## src/rtl/multi_cycle_controller.sv

```systemverilog
// rtl/multi_cycle_controller.sv - multi-cycle MIPS-subset control FSM with memory wait timeout
module multi_cycle_controller #(
    parameter int ALUCTRL_W   = 3,
    parameter int MEM_TIMEOUT = 15,
    parameter int CNT_W       = 32
) (
    input  logic                 clk,
    input  logic                 reset,
    input  logic [31:0]          instr,
    input  logic                 mem_ready,
    input  logic                 zero,
    output logic                 imem_req,
    output logic                 dmem_req,
    output logic                 mem_write,
    output logic                 ir_write,
    output logic                 pc_write,
    output logic                 reg_write,
    output logic [1:0]           pc_src,
    output logic [1:0]           reg_dst,
    output logic [1:0]           wb_sel,
    output logic                 alu_src_b,
    output logic                 imm_sign_ext,
    output logic                 imm_high,
    output logic [ALUCTRL_W-1:0] alu_ctrl,
    output logic [2:0]           state,
    output logic                 bus_err,
    output logic                 illegal,
    output logic [CNT_W-1:0]     instret
);

    localparam int WAIT_W = (MEM_TIMEOUT > 1) ? $clog2(MEM_TIMEOUT + 1) : 1;
    localparam logic [WAIT_W-1:0] TIMEOUT_V = WAIT_W'(MEM_TIMEOUT);

    localparam logic [ALUCTRL_W-1:0] ALU_ADD = ALUCTRL_W'(0);
    localparam logic [ALUCTRL_W-1:0] ALU_SUB = ALUCTRL_W'(1);
    localparam logic [ALUCTRL_W-1:0] ALU_OR  = ALUCTRL_W'(2);
    localparam logic [ALUCTRL_W-1:0] ALU_NOP = '1;

    typedef enum logic [2:0] {
        S_FETCH  = 3'd0,
        S_DECODE = 3'd1,
        S_EXEC   = 3'd2,
        S_MEM    = 3'd3,
        S_WB     = 3'd4
    } state_t;

    state_t             r_state;
    state_t             w_next;
    logic [WAIT_W-1:0]  r_wait_cnt;
    logic [CNT_W-1:0]   r_instret;

    logic [5:0] w_op;
    logic [5:0] w_func;
    logic       w_add, w_sub, w_jr, w_ori, w_lw, w_sw, w_beq, w_lui, w_jal;
    logic       w_rtype, w_legal;
    logic       w_waiting, w_timeout, w_retire;
    logic       w_unused_bits;

    assign w_op   = instr[31:26];
    assign w_func = instr[5:0];
    assign w_unused_bits = &{1'b0, instr[25:6]};

    assign w_add   = (w_op == 6'h00) && (w_func == 6'h20);
    assign w_sub   = (w_op == 6'h00) && (w_func == 6'h22);
    assign w_jr    = (w_op == 6'h00) && (w_func == 6'h08);
    assign w_ori   = (w_op == 6'h0D);
    assign w_lw    = (w_op == 6'h23);
    assign w_sw    = (w_op == 6'h2B);
    assign w_beq   = (w_op == 6'h04);
    assign w_lui   = (w_op == 6'h0F);
    assign w_jal   = (w_op == 6'h03);
    assign w_rtype = w_add | w_sub;
    assign w_legal = w_add | w_sub | w_jr | w_ori | w_lw | w_sw | w_beq | w_lui | w_jal;

    // mem_ready only matters while a request is outstanding
    assign w_waiting = ((r_state == S_FETCH) || (r_state == S_MEM)) && !mem_ready;
    assign w_timeout = (MEM_TIMEOUT != 0) && w_waiting && (r_wait_cnt == TIMEOUT_V);

    logic                 w_imem, w_dmem, w_mw, w_irw, w_pcw, w_rw;
    logic [1:0]           w_pcs, w_rd, w_wb;
    logic                 w_asb, w_se, w_ih, w_be, w_il;
    logic [ALUCTRL_W-1:0] w_alu;

    always_comb begin
        w_imem   = 1'b0;
        w_dmem   = 1'b0;
        w_mw     = 1'b0;
        w_irw    = 1'b0;
        w_pcw    = 1'b0;
        w_rw     = 1'b0;
        w_pcs    = 2'd0;
        w_rd     = 2'd0;
        w_wb     = 2'd0;
        w_asb    = 1'b0;
        w_se     = 1'b0;
        w_ih     = 1'b0;
        w_be     = 1'b0;
        w_il     = 1'b0;
        w_alu    = ALU_NOP;
        w_retire = 1'b0;
        w_next   = r_state;
        case (r_state)
            S_FETCH: begin
                w_imem = 1'b1;
                if (mem_ready) begin
                    w_irw  = 1'b1;
                    w_pcw  = 1'b1;
                    w_next = S_DECODE;
                end else if (w_timeout) begin
                    w_be   = 1'b1;
                    w_next = S_FETCH;
                end
            end
            S_DECODE: begin
                if (w_jal) begin
                    w_rw     = 1'b1;
                    w_rd     = 2'd2;
                    w_wb     = 2'd2;
                    w_pcw    = 1'b1;
                    w_pcs    = 2'd2;
                    w_retire = 1'b1;
                    w_next   = S_FETCH;
                end else if (w_jr) begin
                    w_pcw    = 1'b1;
                    w_pcs    = 2'd3;
                    w_retire = 1'b1;
                    w_next   = S_FETCH;
                end else if (!w_legal) begin
                    w_il   = 1'b1;
                    w_next = S_FETCH;
                end else begin
                    w_next = S_EXEC;
                end
            end
            S_EXEC: begin
                if (w_add || w_lw || w_sw) begin
                    w_alu = ALU_ADD;
                end else if (w_sub || w_beq) begin
                    w_alu = ALU_SUB;
                end else if (w_ori || w_lui) begin
                    w_alu = ALU_OR;
                end
                w_asb = w_ori | w_lui | w_lw | w_sw;
                w_se  = w_lw | w_sw;
                w_ih  = w_lui;
                if (w_beq) begin
                    w_pcw    = zero;
                    w_pcs    = 2'd1;
                    w_retire = 1'b1;
                    w_next   = S_FETCH;
                end else if (w_lw || w_sw) begin
                    w_next = S_MEM;
                end else begin
                    w_next = S_WB;
                end
            end
            S_MEM: begin
                w_dmem = 1'b1;
                w_mw   = w_sw;
                if (mem_ready) begin
                    if (w_sw) begin
                        w_retire = 1'b1;
                        w_next   = S_FETCH;
                    end else begin
                        w_next = S_WB;
                    end
                end else if (w_timeout) begin
                    // an aborted store must not leave a write strobe behind
                    w_mw   = 1'b0;
                    w_be   = 1'b1;
                    w_next = S_FETCH;
                end
            end
            S_WB: begin
                w_rw     = 1'b1;
                w_rd     = w_rtype ? 2'd1 : 2'd0;
                w_wb     = w_lw ? 2'd1 : 2'd0;
                w_retire = 1'b1;
                w_next   = S_FETCH;
            end
            default: begin
                w_next = S_FETCH;
            end
        endcase
    end

    always_ff @(posedge clk or negedge reset) begin
        if (!reset) begin
            r_state    <= S_FETCH;
            r_wait_cnt <= '0;
            r_instret  <= '0;
        end else begin
            r_state <= w_next;
            // a timeout re-enters FETCH, which still counts as a fresh start
            if ((w_next != r_state) || w_timeout) begin
                r_wait_cnt <= '0;
            end else if (w_waiting) begin
                r_wait_cnt <= r_wait_cnt + 1'b1;
            end
            if (w_retire) begin
                r_instret <= r_instret + 1'b1;
            end
        end
    end

    assign imem_req     = w_imem & reset;
    assign dmem_req     = w_dmem & reset;
    assign mem_write    = w_mw & reset;
    assign ir_write     = w_irw & reset;
    assign pc_write     = w_pcw & reset;
    assign reg_write    = w_rw & reset;
    assign pc_src       = reset ? w_pcs : 2'd0;
    assign reg_dst      = reset ? w_rd : 2'd0;
    assign wb_sel       = reset ? w_wb : 2'd0;
    assign alu_src_b    = w_asb & reset;
    assign imm_sign_ext = w_se & reset;
    assign imm_high     = w_ih & reset;
    assign alu_ctrl     = reset ? w_alu : ALU_NOP;
    assign bus_err      = w_be & reset;
    assign illegal      = w_il & reset;
    assign state        = r_state;
    assign instret      = r_instret;

endmodule

```

## config.mk

```make
export PLATFORM = sky130hd
export DESIGN_NAME = multi_cycle_controller
export DESIGN_NICKNAME = d
export VERILOG_FILES = /design/src/rtl/multi_cycle_controller.sv
export SDC_FILE = /design/constraint.sdc
export NUM_CORES = 1
export LEC_CHECK = 0
export ABC_CLOCK_PERIOD_IN_PS = 2600
export CAP_MARGIN = 10
export CORE_MARGIN = 1
export CORE_UTILIZATION = 63
export DETAILED_ROUTE_END_ITERATION = 6
export DONT_BUFFER_PORTS = 1
export PLACE_DENSITY = 0.76
export SYNTH_ARGS = -nofsm -noshare
export SYNTH_HDL_FRONTEND = slang
export SYNTH_SLANG_ARGS = --single-unit
export TNS_END_PERCENT = 100
```

## constraint.sdc

```tcl
create_clock -name clk -period 2.6 [get_ports clk]
set_clock_uncertainty 0.1 [all_clocks]
set_input_delay 0.39 -clock clk [delete_from_list [all_inputs] [get_ports clk]]
set_output_delay 0.39 -clock clk [all_outputs]
set_load 0.005 [all_outputs]
```

Word-level counts from Yosys, hierarchy flattened. Cells that the tools add are included.

Logic and storage cells: 116. Output and inout bits: 55. Bits of input ports: 36. Register bits: 39.

Reductions and logical operators: 17. $add $sub $neg: 2. Bitwise gates (word level): 23. Equal/unequal tests: 15. Muxes and demuxes: 56.

Operator list (number): two-way mux 3 bit (11); adder 32 x 1 -> 32 bit (second input constant) (1); two-way mux 1 bit (27); == test 6 bit (second input constant) (4); == test 6 x 4 -> 1 bit (second input constant) (3); two-way mux 2 bit (9); bitwise OR 1 bit (12); one-hot mux 2 bit (2 select lines) (3); one-hot mux 3 bit (4 select lines) (1); bitwise AND 1 bit (11); two-way mux 4 bit (2); logical OR 1 bit (7); == test 3 x 2 -> 1 bit (second input constant) (2); == test 6 x 2 -> 1 bit (second input constant) (1); == test 6 x 3 -> 1 bit (second input constant) (1); logical NOT 6 bit (1); logical AND 1 bit (5); adder 4 x 1 -> 4 bit (second input constant) (1); == test 4 bit (second input constant) (1); one-hot mux 1 bit (4 select lines) (1); == test 3 x 1 -> 1 bit (second input constant) (1); == test 3 bit (second input constant) (1); logical NOT 3 bit (1); inequality test 3 bit (1); other kinds (5) (5).

Depth between registers and ports, before layout. Gate-level depths: netlist of run 1.

Depth in word-level cells: 17. Mapped depth: 8. Mapped depth without buffers: 6.

Worst setup path before layout of run 1. No wires, ideal clock.

Kind: input to register. Start point: in instr[26]. End point: reg r_instret[21], in the netlist instret[21]. Setup slack: 0.277 ns. Arrival time: 2.144 ns. Setup time: 0.079 ns. Path buffers: 2. Cell stages on the path: 7. Data required time: 2.421 ns. Cells stage by stage: or4_1 -> o31ai_1 -> a31oi_1 -> clkbuf_1 -> clkbuf_1 -> a21oi_1 -> xor2_1.

Word-level cells in the longest chain between the ends: 5. Elaborated cells between the ends (all ways): 11. Classes of those cells: 3 x eq/ne; 6 x mux; 2 x reduce/logical.

Ends and longest elaborated chain: from (decl) (line 9) `input logic [31:0] instr,`; logical NOT 6 bit (line 65) `assign w_jr = (w_op == 6'h00) && (w_func == 6'h08);`; logical AND 1 bit (line 65); two-way mux 1 bit (line 123) `end else if (w_jr) begin`; two-way mux 1 bit (line 115) `if (w_jal) begin`; one-hot mux 1 bit (4 select lines) (*) (line 102) `case (r_state)`; to (signal assigned) (line 201) `r_instret <= r_instret + 1'b1;`; to (decl) (line 50) `logic [CNT_W-1:0] r_instret;`.

Mark *: on every way between the ends. The rest lies on a longest branch, timed or not. A chain may end at the register's enable or synchronous reset.

Worst setup path after layout of run 1.
Start point: reg r_state[0], in the netlist state[0]. End point: out mem_write.

Word-level cells in the longest chain between the ends: 8. Elaborated cells between the ends (all ways): 9. Classes of those cells: 1 x eq/ne; 3 x mux; 1 x bitwise; 4 x reduce/logical.

Ends and longest elaborated chain: from (decl) (line 47) `state_t r_state;`; from (signal assigned) (line 193) `r_state <= w_next;`; == test 3 x 2 -> 1 bit / logical NOT 3 bit (equally long branches) (line 76, 102); logical OR 1 bit (line 76) `assign w_waiting = ((r_state == S_FETCH) || (r_state == S_MEM)) && !mem_ready;`; logical AND 1 bit (line 76); logical AND 1 bit (line 77) `assign w_timeout = (MEM_TIMEOUT != 0) && w_waiting && (r_wait_cnt == TIMEOUT_V);`; two-way mux 1 bit (line 167) `end else if (w_timeout) begin`; two-way mux 1 bit (line 160) `if (mem_ready) begin`; two-way mux 1 bit (*) (line 102); bitwise AND 1 bit (*) (line 208) `assign mem_write = w_mw & reset;`; to (decl) (line 14) `output logic mem_write,`.

Marks and branches as above.

==> results.txt, run 1 <==
Worst min path class - input port to flop
RR Endpoint - instret[25]
Initial DRT Pass Iterations - 4
Hold path endpoint - state[0]
Gr ovfl total - 0
Share of cells above drive strength 1 - 11.0%
Largest net degree at the start of global routing - 40
Hold Buf Count CTS - 2
Hold-critical path depth - 2
Yosys reg bits - 39
P&R area growth vs syn - 8.50%
Hold Fails Final Rpt - 0
Die height - 63.1 um
Largest area contributor in the netlist - dfrtp_1
Critical path endpoint category - output port
Register area share after synthesis - 41.4%
GRT Resource Usage Total - 30.5%
ANT nets after route - 0
Post-synth top cells - 39 x dfrtp_1, 29 x xor2_1, 26 x nand2_1, 18 x a21oi_1, 17 x nand3_1
Psw - 313 uW
Layout Nets - 300
I/O Buffers - 0
DP Wirelength - 4160 um
RR Startpoint - state[2]
RSZ-0062 raised after global routing - no
Initial antenna violation count - 0
Fillers - 263
Die Wd - 63.1 um
Clock tree from TritonCTS - done
Final min period - 2.39 ns
# clock sinks - 39
Top FF cell, synth - dfrtp_1
Placer Congestion - 0.869
Final Cycle Share - 91.9%
First-pass GRT wire length - 9380 um
Initial Utilization - 67.9%
Number of diodes - 0
Worst R2R Setup Slack - 0.22 ns
Drt wl/cell - 18.4 um
DRT iter0 DRCs - 190
Die area - 3990 um^2
Synth warn - 0
Pleak - 0.00119 uW
Post-CTS Resized - 0
Portion of total power attributed to combinational logic - 9.0%
Final WL - 5680 um
Async S/R FF share, synth - 100%
Worst Max-Slew Pin Slew - 0.545 ns
CP Data Arrival Time - 1.90 ns
Max Slew Vio Count - 0
Total core area - 3470 um^2
Net switching fraction of the power - 26.0%
Area after DPL - 2430 um^2
CTS HTree Levels - 2
Fin area - 2550 um^2
Final setup viols - 0
Syn_nets - 293
R2R cell count - 6
P per Cell Area - 471 nW/um^2
Hold wc startpoint - mem_ready
Internal - 890 uW
Highest Clock Rate - 418 MHz
Syn Std Cell Area - 2350 um^2
Clock Power Share - 35.5%
Avg Inst Size Synth - 9.23 um^2
Vias - 2051
Flop pwr share - 55.5%
Clock root buffer - clkbuf_8
Cts bufs inserted - 5
Worst VDD drop - 0.380 mV
Crit-path max FO - 13
Post-CTS setup repair buffer count - 0
Vias in the first global route - 1940
Status - finished, final reports clean
Clock buffer depth - 2
Row cnt - 21
Post-Route Setup TNS - 0 ns
Total of max-cap violations - 0
Post-synth EDFFs - 0
DR DRC count - 0
Netlist cell types - 45
Synth area leaders - dfrtp_1 41%, xor2_1 11%, nand2_1 4.1%
Worst-skew pair later-pin latency - 0.29 ns
Synth top area share - 41.4%
Startpoint types - flop
IO Pins - 91
Clock-pin slew on the worst setup and hold paths - 0.07 ns
Critical Path RT - 2.11 ns
Post-Synthesis Cells - 255
Vias per cell - 6.64
Count leader, synth - dfrtp_1
Setup Crit Path Kind - flop to output port
Max_slew headroom - 63.4%
[critical path, cell delays in order (launching register included)]
cell	delay, ns
dfrtp_1	0.38
buf_4	0.18
or2_2	0.31
a211o_1	0.32
nor2_1	0.21
and3b_1	0.22
[through the flow]
step / utilization (%) / power (uW) / worst slack [ns] / std cells / hold slack (ns)
floorplan: - / 741 / 0.277 / 255 / -0.00559
global route: 73.7 / 1250 / 0.0367 / 309 / 0.243
detailed placement: 70.1 / 772 / 0.0358 / 299 / -0.00387
finish: 73.7 / 1200 / 0.209 / 309 / 0.232
global placement: 70.1 / 763 / 0.117 / 299 / -0.00396
CTS: 73.7 / 1210 / 0.209 / 309 / 0.230
[power by group through the flow]
stage / Combinational [uW] / Clock, uW / Sequential [uW]
floorplan: 71.7 / 0 / 669
global placement: 88.5 / 0 / 675
detailed placement: 92.2 / 0 / 680
CTS: 110 / 432 / 668
global route: 124 / 456 / 673
finish: 108 / 427 / 668
[registers in the layout (all words and copies together) (netlist names)]
| signal | cells |
|---|---|
| instret | 32 |
| r_wait_cnt | 4 |
| state | 3 |
[cells in the final DEF, fill, tap and decap left out, types with 2 or more instances in the layout]
master     count
nor4_1         3
nor3b_1        4
o31ai_1        2
nand4_1       12
or4_1          4
nor3_1         9
and4_1         2
clkbuf_8       6
nor2_1        10
nand2_1       26
a21oi_1       18
dfrtp_1       39
inv_1          7
a211oi_1      10
xnor2_1        3
and3_1         9
o21ai_0        4
a2111oi_2      4
buf_4         10
a21boi_0       2
xor2_1        29
ha_1           2
nor2b_1        2
nand3_1       17
and2_1         5
a2111oi_1      2
and3b_1        2
[worst max-delay path by stage]
| stage | startpoint | to | slack (ns) |
|---|---|---|---|
| 2_1_floorplan | instr[26] | instret[21] | 0.28 |
| 3_3_place_gp | instr[26] | instret[13] | 0.12 |
| 3_5_place_dp | instr[26] | instret[13] | 0.04 |
| 4_1_cts | state[0] | mem_write | 0.21 |
| 5_1_grt | state[1] | instret[25] | 0.04 |
| 6_report | state[0] | mem_write | 0.21 |
[logic make-up after synthesis]
logic type	after synthesis	synth area share, %
AND/OR/NAND/NOR	114	26.8
AO/OA/AOI/OAI	48	14.5
flip-flops	39	41.4
XOR/XNOR	32	11.9
buffers and inverters	19	3.83
adder cells (fa/ha/maj)	2	1.06
multiplexers	1	0.478
[metal layers]
layer / GRT usage (%) / part of all wire, % / up-vias
met2: 48.8 / 49 / 89
li1: - / - / 957
met5: 0 / 0 / -
met1: 40.1 / 41 / 999
met3: 8.15 / 9.2 / 6
met4: 9.88 / 0.88 / 0
[layout make-up]
| type | instances | area (um^2) | area share, % |
|---|---|---|---|
| clock buffer | 7 | 86.3 | 3.38 |
| clock inverter | 1 | 8.76 | 0.343 |
| inverter | 7 | 26.3 | 1.03 |
| multi-input combinational | 197 | 1290 | 50.7 |
| sequential | 39 | 976 | 38.2 |
| tap | 46 | 57.6 | 2.25 |
| timing repair buffer | 12 | 105 | 4.11 |
Power figures use the tool's default switching activity.
==> run 2, diff against run 1 <==
--- a/config.mk
+++ b/config.mk
@@ -6,7 +6,6 @@
 export NUM_CORES = 1
 export LEC_CHECK = 0
 export ABC_CLOCK_PERIOD_IN_PS = 2600
-export CAP_MARGIN = 10
 export CORE_MARGIN = 1
 export CORE_UTILIZATION = 63
 export DETAILED_ROUTE_END_ITERATION = 6
==> results of run 2 <==
The final DEF is identical to that of run 1; final timing and power are the same.
